$ cat src/rtl/serial_even_parity_tx.sv
// Even-parity serial transmitter: parallel word in via valid/ready, LSB-first bits out, then parity.
// Optional START_STOP_FRAME_EN wraps each frame in a 0 start bit and 1 stop bit (idle line high).
module serial_even_parity_tx #(
  parameter int DATA_W = 4
) (
  input  logic              clock,
  input  logic              reset_b,
  input  logic              load_valid,
  input  logic [DATA_W-1:0] data_in,
  output logic              load_ready,
  output logic              ser_out,
  output logic              ser_valid,
  output logic              busy,
  output logic              done
);

  localparam int CNT_W = (DATA_W > 2) ? $clog2(DATA_W) : 1;
  localparam logic [CNT_W-1:0] LAST_CNT = CNT_W'(DATA_W - 1);

`ifdef START_STOP_FRAME_EN
  typedef enum logic [2:0] {IDLE, START, SHIFT, PARITY, STOP} state_t;
  localparam state_t FIRST_ST = START;
  localparam logic   IDLE_LVL = 1'b1;
`else
  typedef enum logic [1:0] {IDLE, SHIFT, PARITY} state_t;
  localparam state_t FIRST_ST = SHIFT;
  localparam logic   IDLE_LVL = 1'b0;
`endif

  state_t            state, state_d;
  logic [DATA_W-1:0] sh_q, sh_d;
  logic [CNT_W-1:0]  cnt_q, cnt_d;
  logic              acc_q, acc_d;
  logic              ser_out_d, ser_valid_d, busy_d, done_d;
  logic              accept;

  always_comb begin
`ifdef START_STOP_FRAME_EN
    load_ready = (state == IDLE) || (state == STOP);
`else
    load_ready = (state == IDLE) || (state == PARITY);
`endif
  end

  assign accept = load_valid && load_ready;

  always_comb begin
    state_d = state;
    sh_d    = sh_q;
    cnt_d   = cnt_q;
    acc_d   = acc_q;
    if (accept) begin
      state_d = FIRST_ST;
      sh_d    = data_in;
      cnt_d   = '0;
      acc_d   = 1'b0;
    end else begin
      case (state)
        SHIFT: begin
          sh_d  = sh_q >> 1;
          acc_d = acc_q ^ sh_q[0];
          if (cnt_q == LAST_CNT) begin
            cnt_d   = '0;
            state_d = PARITY;
          end else begin
            cnt_d = cnt_q + CNT_W'(1);
          end
        end
`ifdef START_STOP_FRAME_EN
        START:   state_d = SHIFT;
        PARITY:  state_d = STOP;
        STOP:    state_d = IDLE;
`else
        PARITY:  state_d = IDLE;
`endif
        default: state_d = IDLE;
      endcase
    end
  end

  // Outputs are registered, so decode them from the next state/next datapath values.
  always_comb begin
    ser_out_d   = IDLE_LVL;
    ser_valid_d = (state_d != IDLE);
    busy_d      = (state_d != IDLE);
    done_d      = 1'b0;
    case (state_d)
      SHIFT:  ser_out_d = sh_d[0];
      PARITY: begin
        ser_out_d = acc_d;
`ifndef START_STOP_FRAME_EN
        done_d    = 1'b1;
`endif
      end
`ifdef START_STOP_FRAME_EN
      START:  ser_out_d = 1'b0;
      STOP: begin
        ser_out_d = 1'b1;
        done_d    = 1'b1;
      end
`endif
      default: ser_out_d = IDLE_LVL;
    endcase
  end

  always_ff @(posedge clock or negedge reset_b) begin
    if (!reset_b) begin
      state     <= IDLE;
      sh_q      <= '0;
      cnt_q     <= '0;
      acc_q     <= 1'b0;
      ser_out   <= 1'b0;
      ser_valid <= 1'b0;
      busy      <= 1'b0;
      done      <= 1'b0;
    end else begin
      state     <= state_d;
      sh_q      <= sh_d;
      cnt_q     <= cnt_d;
      acc_q     <= acc_d;
      ser_out   <= ser_out_d;
      ser_valid <= ser_valid_d;
      busy      <= busy_d;
      done      <= done_d;
    end
  end

endmodule

$ cat config.mk
export PLATFORM = sky130hd
export DESIGN_NAME = serial_even_parity_tx
export DESIGN_NICKNAME = d
export VERILOG_FILES = /design/src/rtl/serial_even_parity_tx.sv
export SDC_FILE = /design/constraint.sdc
export NUM_CORES = 1
export LEC_CHECK = 0
export CAP_MARGIN = 25
export CORE_MARGIN = 1
export CORE_UTILIZATION = 45
export CTS_CLUSTER_DIAMETER = 80
export DETAILED_ROUTE_END_ITERATION = 8
export GPL_ROUTABILITY_DRIVEN = 0
export PLACE_DENSITY = 0.71
export RECOVER_POWER = 25
export SETUP_SLACK_MARGIN = 0.15
export SLEW_MARGIN = 20
export SYNTH_ARGS = -nofsm -noshare
export SYNTH_HDL_FRONTEND = slang
export SYNTH_SLANG_ARGS = --single-unit
$ cat constraint.sdc
create_clock -name clock -period 2.3 [get_ports clock]
set_input_delay 0.575 -clock clock [delete_from_list [all_inputs] [get_ports clock]]
set_output_delay 0.575 -clock clock [all_outputs]
set_load 0.02 [all_outputs]
==> results of run 1 <==
## registers in the layout, summed over array words and instances (netlist names)
signal / cells
sh_q: 4
cnt_q: 2
state: 2
acc_q: 1
busy: 1
done: 1
ser_out: 1
## final cells by class
cell class              instances  area, um^2
clock buffers                   3        22.5
well taps                      15        18.8
flip-flops and latches         12         300
fillers                       113         529
repair buffers                 14         133
inverters                       5        18.8
multi-input cells              37         312
## path summary, 6_finish.rpt
check                          from  cells after the start    endpoint
setup / recovery           state[0]                      2  load_ready
hold / removal             cnt_q[0]                      1    cnt_q[0]
setup reg to reg           state[0]                      6     ser_out
hold reg to reg            cnt_q[0]                      1    cnt_q[0]
max in group asynchronous   reset_b                      1    state[0]
min in group asynchronous   reset_b                      1     sh_q[1]
## cell usage after synthesis (all sizes together)
library cell / n / area (um^2)
a211oi: 4 / 35.0
a21oi: 2 / 10.0
a221oi: 1 / 26.3
and2: 1 / 6.26
and4bb: 1 / 12.5
buf: 4 / 37.5
dfrtp: 12 / 300
ha: 3 / 37.5
inv: 5 / 18.8
mux2i: 4 / 40.0
nand2: 2 / 7.51
nand2b: 5 / 46.3
nand3: 2 / 10.0
nor2: 2 / 10.0
nor2b: 4 / 25.0
o21ai: 3 / 15.0
o31ai: 1 / 7.51
o32ai: 1 / 16.3
or2: 1 / 6.26
## cells by family after synthesis
kind of cell | after synthesis | synth area share
AO/OA/AOI/OAI | 12 | 0.165
AND/OR/NAND/NOR | 18 | 0.185
flip-flops | 12 | 0.449
adder cells (fa/ha/maj) | 3 | 0.0562
multiplexers | 4 | 0.0599
buffers and inverters | 9 | 0.0843
## routing by layer
layer  track usage  up-vias  wire length (um)
met4        0.0750        0                 0
met3        0.0500        0                26
met5             0        -                 0
met1         0.222      204               567
met2         0.222        4               468
li1              -      227                 -
## per-stage QoR
| stage | setup slack (ns) | utilization | instance area, um^2 | hold slack [ns] |
|---|---|---|---|---|
| final | 0.275 | 0.603 | 805 | 0.504 |
| after floorplan | 0.687 | - | 668 | 0.279 |
| after global placement | 0.320 | 0.586 | 782 | 0.491 |
| after CTS | 0.265 | 0.603 | 805 | 0.509 |
| after detailed placement | 0.280 | 0.586 | 782 | 0.494 |
| after global routing | 0.227 | 0.603 | 805 | 0.557 |
## power groups by stage
stage / registers [mW] / clock network (mW) / logic, mW
2_1_floorplan: 0.386 / 0 / 0.416
3_3_place_gp: 0.376 / 0 / 0.545
3_5_place_dp: 0.380 / 0 / 0.551
4_1_cts: 0.375 / 0.130 / 0.555
5_1_grt: 0.386 / 0.144 / 0.613
6_report: 0.374 / 0.125 / 0.546
## critical path: cells and delay by family (launching register included)
family / cells / cell delay, ns
buffers and inverters: 2 / 0.76
flip-flops: 1 / 0.43
## placed cells by master (no fill, tap or decap), types with 3 or more instances in the layout
cell type and n:
clkbuf_4 3, a211oi_1 3, buf_4 3, mux2i_1 4
inv_1 5, dfrtp_1 12, nor2b_1 4, nand2b_1 3
clkdlybuf4s50_1 9, ha_1 3
==> results_dict.tcl, run 1 <==
set metrics [dict create \
    drc_errors 0 \
    worst_ep_arrival_time_ns 1.45 \
    post-cts-setup-buffer-count 0 \
    tightest_slew_ns 0.556 \
    dpl.hpwl_um 840 \
    crit_fanout 6 \
    avgSynthCellArea_um2 11.5 \
    crit_path_top_delay_cell "clkdlybuf4s50_1" \
    yosysWarnings 0 \
    period_needed_ns 2.02 \
    drtIter0Drc 2 \
    die_x_um 40.5 \
    io_pins 12 \
    internal_power_uw 641 \
    outcome "completed" \
    dieArea_um2 1640 \
    cts_buffer_depth 2 \
    fin_cells 86 \
    worst_setup_path_start_kind "register" \
    grt-ovfl-total 0 \
    clock_latency_ns 0.26 \
    power_density_nw_per_um2 1300 \
    leakage_nw 0.355 \
    placement.io_buffers 11 \
    finalHoldViolCount 0 \
    seqPwrFrac 0.358 \
    routed_via_density 5.06 \
    peakVddDrop_mv 0.622 \
    crit_path_max_incr_delay_ns 0.62 \
    pwr-share-clk 0.120 \
    n_antenna_cell 0 \
    ys_seq_area_frac 0.449 \
    fp-row-count 13 \
    synth_cells 58 \
    nNetsFinal 83 \
    htreeDepth 1 \
    required_ns 1.73 \
    finClkSkew_ns 0.00313 \
    dr.pass1.iters 4 \
    clkSinkCount 12 \
    synth.distinct_cells 24 \
    total_power_mw 1.05 \
    rsz0062_at_grt "no" \
    cap_violations 0 \
    drive_gt1_frac 0.183 \
    ant_nets 0 \
    die_y_um 40.5 \
    core-area_um2 1330 \
    routed-via-count 435 \
    hp-class "reg2reg" \
    p_switching_uw 405 \
    cts_hold_buf 0 \
    slew_headroom 0.628 \
    avgRoutedWirePerCell_um 12.3 \
    wirelength_um 1060 \
    period_share 0.880 \
    cts_tree "done" \
    antenna_found_initial 0 \
    syn-num-nets 68 \
    root_buffer "clkbuf_4" \
    rrSetupSlack_ns 0.58 \
    cts-resized-gates 0 \
    start_util 0.501 \
    slew_viol_final 0 \
    cts-buffers-inserted 3 \
    areaGrowthSynthToFinish_pct 20.4 \
    grt_pass1_wl_um 1630 \
    crit_chain "inv_1, clkdlybuf4s50_1" \
    setup_viol 0 \
    switching_share 0.387 \
    setup_tns_ns 0 \
    synth_seq_cells 12 \
    track_usage 0.160 \
    first_global_vias 378 \
    max_freq_mhz 494 \
    cts.reportedPaths.clkPinSlew_ns 0.07 \
    cp-end-kind "primary output" \
    place_inst 83 \
    synth_area_um2 668 \
    comb_power_share 0.522 \
    crit_type "reg2out" \
    grt_max_degree 13 \
]
(Power assumes the default switching activity.)
==> inputs of run 2 (changes only) <==
--- a/config.mk
+++ b/config.mk
@@ -10,7 +10,6 @@
 export CORE_UTILIZATION = 45
 export CTS_CLUSTER_DIAMETER = 80
 export DETAILED_ROUTE_END_ITERATION = 8
-export GPL_ROUTABILITY_DRIVEN = 0
 export PLACE_DENSITY = 0.71
 export RECOVER_POWER = 25
 export SETUP_SLACK_MARGIN = 0.15
==> results of run 2 <==
No change in the layout: final DEF, timing and power equal those of run 1.
